--- config.mk ---
export PLATFORM = sky130hd
export DESIGN_NAME = mux4_rr_sampler
export DESIGN_NICKNAME = d
export VERILOG_FILES = /design/src/rtl/mux4_rr_sampler.sv
export SDC_FILE = /design/constraint.sdc
export NUM_CORES = 1
export LEC_CHECK = 0
export CAP_MARGIN = 20
export CORE_MARGIN = 1
export CORE_UTILIZATION = 46
export CTS_BUF_LIST = sky130_fd_sc_hd__clkbuf_8
export DETAILED_ROUTE_END_ITERATION = 8
export GPL_TIMING_DRIVEN = 0
export MAX_ROUTING_LAYER = met4
export PLACE_DENSITY = 0.92
export SYNTH_ARGS = -nofsm -noshare
export SYNTH_HDL_FRONTEND = slang
export SYNTH_SLANG_ARGS = --single-unit
--- constraint.sdc ---
create_clock -name clk -period 1.5 [get_ports clk]
set_input_delay 0.45 -clock clk [delete_from_list [all_inputs] [get_ports clk]]
set_output_delay 0.45 -clock clk [all_outputs]
set_load 0.01 [all_outputs]
--- src/rtl/mux4_rr_sampler.sv ---
// Round-robin sampler that sits in front of a 4:1 bus mux and hands out one captured word at a time.
// Latency: sel is valid one edge after a request is seen in IDLE; the word and grant appear one edge later.
// Backpressure: the held word waits until out_ready is seen; requests are re-arbitrated only after accept.
module mux4_rr_sampler #(
  parameter int WIDTH = 4
) (
  input  logic             clk,
  input  logic             rst_n,
  input  logic [3:0]       req,
  output logic [1:0]       sel,
  input  logic [WIDTH-1:0] mux_q,
  output logic [3:0]       grant,
  output logic [WIDTH-1:0] out_data,
  output logic [1:0]       out_chan,
  output logic             out_valid,
  input  logic             out_ready
);

  typedef enum logic [1:0] {
    IDLE   = 2'd0,
    SAMPLE = 2'd1,
    HOLD   = 2'd2
  } state_t;

  state_t state, state_nxt;

  // Channel served by the most recent accepted transfer; the search starts just after it.
  logic [1:0] last;

  logic [1:0] win;
  logic       win_vld;
  logic       accept;

  logic [1:0]       sel_nxt;
  logic [3:0]       grant_nxt;
  logic [WIDTH-1:0] out_data_nxt;
  logic [1:0]       out_chan_nxt;
  logic             out_valid_nxt;
  logic [1:0]       last_nxt;

  assign accept = (state == HOLD) && out_valid && out_ready;

  // Round-robin pick: scan last+4 down to last+1 so the nearest requester after last wins.
  always_comb begin
    logic [1:0] cand;
    win     = last;
    win_vld = 1'b0;
    cand    = last;
    for (int k = 4; k >= 1; k--) begin
      cand = last + k[1:0];
      if (req[cand]) begin
        win     = cand;
        win_vld = 1'b1;
      end
    end
  end

  // State register.
  always_ff @(posedge clk or negedge rst_n) begin
    if (!rst_n) begin
      state <= IDLE;
    end else begin
      state <= state_nxt;
    end
  end

  // Next-state logic: IDLE -> SAMPLE on any request, SAMPLE always -> HOLD, HOLD -> IDLE on accept.
  always_comb begin
    state_nxt = state;
    case (state)
      IDLE:    if (win_vld) state_nxt = SAMPLE;
      SAMPLE:  state_nxt = HOLD;
      HOLD:    if (accept) state_nxt = IDLE;
      default: state_nxt = IDLE;
    endcase
  end

  // Next values of the registered outputs; every output leaves the block through a flop.
  always_comb begin
    sel_nxt       = sel;
    grant_nxt     = 4'b0000;
    out_data_nxt  = out_data;
    out_chan_nxt  = out_chan;
    out_valid_nxt = out_valid;
    last_nxt      = last;
    case (state)
      IDLE: begin
        if (win_vld) sel_nxt = win;
      end
      SAMPLE: begin
        // Commit the capture regardless of whether req[sel] is still high.
        out_data_nxt  = mux_q;
        out_chan_nxt  = sel;
        out_valid_nxt = 1'b1;
        grant_nxt     = 4'b0001 << sel;
      end
      HOLD: begin
        if (accept) begin
          out_valid_nxt = 1'b0;
          last_nxt      = out_chan;
        end
      end
      default: begin
        out_valid_nxt = 1'b0;
      end
    endcase
  end

  // Output and bookkeeping registers; reset drops any in-flight word and restarts priority at ch0.
  always_ff @(posedge clk or negedge rst_n) begin
    if (!rst_n) begin
      sel       <= 2'd0;
      grant     <= 4'b0000;
      out_data  <= '0;
      out_chan  <= 2'd0;
      out_valid <= 1'b0;
      last      <= 2'd3;
    end else begin
      sel       <= sel_nxt;
      grant     <= grant_nxt;
      out_data  <= out_data_nxt;
      out_chan  <= out_chan_nxt;
      out_valid <= out_valid_nxt;
      last      <= last_nxt;
    end
  end

endmodule
# Word-level counts from Yosys, hierarchy flattened
# Cells that the tools add are included.
# word_totals
regBits	17
in_bits	11
output_inout_bits	13
elab_cells	48
# classes
add_sub_neg	3
magnitude_cmp	4
eq_ne	4
shifts	1
muxes	21
bitwise_logic	1
n_reduce_logical	7
# ops
cell	count
< comparator 2 x 3 -> 1 bit (second input constant)	4
two-way mux 2 bit	5
two-way mux 1 bit	9
binary-select mux 1 bit (select 2 bit)	4
AND reduction 2 bit	4
one-hot mux 2 bit (3 select lines)	1
adder 2 bit (second input constant)	2
two-way mux 4 bit	1
inequality test 2 bit (second input constant)	2
left shift 1 x 2 -> 4 bit (first input constant)	1
one-hot mux 1 bit (3 select lines)	1
adder 2 x 1 -> 2 bit (second input constant)	1
equality test 2 x 1 -> 1 bit (second input constant)	1
equality test 2 bit (second input constant)	1
logical AND 1 bit	2
logical NOT 2 bit	1
inverter 1 bit	1

# Logic depth before layout (Yosys ltp)
# logic_depth
depth_word	8
mapped_depth	4
mapped_depth_nobuf	3

# Least setup slack after synthesis
# OpenSTA, ideal clock, no wires.
# synth_timing
kind	input -> register
from	input port req[2]
to	register sel[0]
setup_time_ps	129
arrival_ps	1190
t_required_ps	1371
slack_ps	181
stages	3
cell_sequence	nor4_1 > or3_4 > o41a_1
# synth_between
elab_chain_len	7
elab_cells_between_ends	16
classes_between	15 x mux; 1 x reduce/logical
# synth_rtl
item	line	source
from (decl)	9	input logic [3:0] req,
binary-select mux 1 bit (select 2 bit)	51	if (req[cand]) begin
two-way mux 1 bit (implied by the code)	51	
two-way mux 1 bit (4 in a row)	51	
AND reduction 2 bit (no source line)	--	
to (signal assigned)	119	sel <= sel_nxt;
to (decl)	10	output logic [1:0] sel,
# Parallel ways exist; a longest one is shown, timed or not. The select of a mux whose other input is x is not followed.
# A chain may end at the register's enable or synchronous reset.

# Final worst setup path
# layout_timing
from	input port req[3]
to	register sel[0]
# The elaborated chain is that of the path after synthesis.

==> qor.txt <==
run status: completed
Slew HR: 0.520
Setup crit end kind: register
most instantiated cells after synthesis: nand2_1, dfrtp_1
largest net degree at the start of global routing: 18
Clock Tree Buf Depth: 2
Total Power: 1.96 mW
Vias: 595
layout cells sized above 1: 0.113
count leader, synth: nand2_1
DR iter-0 viols: 7
Seq/Total Area, Yosys: 0.588
r2r worst-path depth: 2
EDFF count, synth: 0
maximum fanout along the worst path: 6
Hold Buf Count CTS: 0
Netlist cell types: 26
Leakage: 0.507 nW
Crit-path slowest cell: o41a_1
CTS Buf Count: 3
cell row count: 13
Yosys warnings: 0
DRC: 0
area delta synth->final: 38.7%
kind of start point of the critical path: input port
clk sinks: 17
Comb power frac: 0.395
n_diodes: 0
Min-Delay Endpoint: out_data[3]$_DFFE_PN0P_
global-route wire length before repair: 2.46 mm
HP Class: register to register
initial antenna violation count: 0
RSZ-0062 raised after global routing: no
fin crit share: 0.958
TritonCTS clock tree: built
GP Congestion: 0.809
Reg power frac: 0.434
Routed WL per cell: 12.7 um
Seq. cell area: 428 um2
fmax: 696 MHz
syn avg cell area: 10.6 um2
ANT nets after route: 0
# setup viols final: 0
Final Slew Violations: 0
hold path start: out_data[3]$_DFFE_PN0P_
post-layout min period: 1.44 ns
r2r endpoint: sel[0]$_DFFE_PN0P_
core area: 1380 um2
# port buffers: 23
cell internal pwr: 1.26 mW
Post-Synthesis Cells: 69
FF+latch count, synth: 17
DR pass1 iterations: 4
worst path required time: 1.63 ns
Top-Level Pins: 24
Crit Path Class: input port to register
total congestion overflow: 0
Synth area leader: dfrtp_1
Die Span X: 41.8 um
Multi-input gate area: 285 um2
Power Dens Cells: 1940 nW/um2
Layout Skew: 0.00527 ns
hold path depth: 2
syn_nets: 80
Root Driver: clkbuf_8
reg2reg start: state[0]$_DFFE_PN0P_
Detailed Route WL: 1.42 mm
Sw Ratio: 0.358
clock power share: 0.171
Max-Cap Viols: 0
top cells by area, synth: dfrtp_1, nand2_1, dfstp_2, mux2_2, nand2b_1
fillcell total: 105
starting density of the core: 0.527
WP data arrival: 1.57 ns
overall routing resource usage: 0.193
critical path's largest stage delay: 0.38 ns
CTS H-Tree Depth: 1
Max VDD drop: 1.23 mV
worst-margin pin slew: 0.718 ns
vias in the first global route: 552
Post-Synthesis Cell Area: 728 um2
Final Hold Fails: 0
Final nets: 109
latest clock arrival within the worst-skew pair: 0.25 ns
Hold WS: 0.475 ns
R2R setup slack: 0.12 ns
Main synth FF type: dfrtp_1
clock-pin slew on the worst setup and hold paths: 0.07 ns
crit-path cells: dlygate4sd2_1, nor4_1, or3_4, o41a_1
ys async rst share: 1.00
Die Y: 41.8 um
hpwl dp: 1.08 mm
Synth top area share: 0.515
P_sw: 0.701 mW
Die Area: 1750 um2
vias per cell: 5.31
-- routing by layer --
layer,up-vias,share of wire,track usage
met4,0,0.0035,0.0581
met1,281,0.45,0.256
met5,-,0,-
li1,297,-,-
met2,15,0.50,0.272
met3,2,0.052,0.0783
-- how the worst max path moves through the flow --
stage,startpoint,endpoint,slack (ns),cells after the start
floorplan,req[2],sel[0]$_DFFE_PN0P_,0.18,3
finish,req[3],sel[0]$_DFFE_PN0P_,0.06,4
CTS,req[3],sel[0]$_DFFE_PN0P_,0.07,4
global route,req[3],sel[0]$_DFFE_PN0P_,0.03,4
global placement,req[3],sel[0]$_DFFE_PN0P_,-0.47,4
detailed placement,req[3],sel[0]$_DFFE_PN0P_,-0.47,4
-- cell usage in the layout (no fill, tap or decap), types with 2 or more instances in the layout --
cell             instances
nor2_1                   3
clkdlybuf4s50_1          6
mux2_2                   2
nand2b_1                 3
nor3_1                   3
dlygate4sd2_1           17
dfrtp_1                 15
clkbuf_8                 3
inv_1                    3
nand2_1                 18
o31ai_1                  2
o21ai_0                  2
dfstp_2                  2
-- repair_timing --
| item | 4_1_cts | 5_1_grt |
|---|---|---|
| buffers inserted | 1 | 0 |
| gates resized for setup | 17 | 0 |
| endpoints found under the setup margin | 16 | 0 |
-- kinds of logic (layout without fill, tap and decap cells) --
family / count (synthesis) / count (layout) / share of synthesized area
and+or+nand+nor: 34 / 34 / 0.230
buffers and inverters: 4 / 32 / 0.0206
muxes: 3 / 3 / 0.0447
DFF: 17 / 17 / 0.588
AOI/OAI and AO/OA: 11 / 11 / 0.117
-- per-stage QoR --
stage / TNS, ns / cells / area (um2) / setup slack (ns) / util
global route: 0 / 112 / 1010 / 0.0347 / 0.730
global placement: -1.16 / 107 / 977 / -0.467 / 0.707
CTS: 0 / 112 / 1010 / 0.0702 / 0.730
floorplan: 0 / 69 / 728 / 0.181 / -
finish: 0 / 112 / 1010 / 0.0629 / 0.730
detailed placement: -1.20 / 107 / 977 / -0.471 / 0.707
-- power groups by stage --
stage	sequential [mW]	combinational (mW)	clock, mW
after floorplan	0.908	0.391	0
after global placement	0.858	0.835	0
after detailed placement	0.879	0.855	0
after CTS	0.853	0.784	0.344
after global routing	0.882	0.856	0.370
final	0.851	0.774	0.334
-- layout make-up --
| class | instances | share of cell area |
|---|---|---|
| inverters | 3 | 0.0112 |
| well taps | 15 | 0.0186 |
| clock inverters | 1 | 0.00496 |
| multi-input cells | 48 | 0.283 |
| repair buffers | 24 | 0.214 |
| plain buffers | 1 | 0.00372 |
| clock buffers | 3 | 0.0409 |
| flip-flops and latches | 17 | 0.424 |
-- critical path, delay by kind of cell --
family          cells  cell delay, ns
compound gates      1            0.38
buf+inv             1            0.28
simple gates        2            0.46
-- flip-flops by register name, summed over array words and instances (netlist names) --
signal	flops
grant	4
out_data	4
last	2
out_chan	2
sel	2
state	2
out_valid	1
No activity file was read; power rests on OpenSTA's default activity.
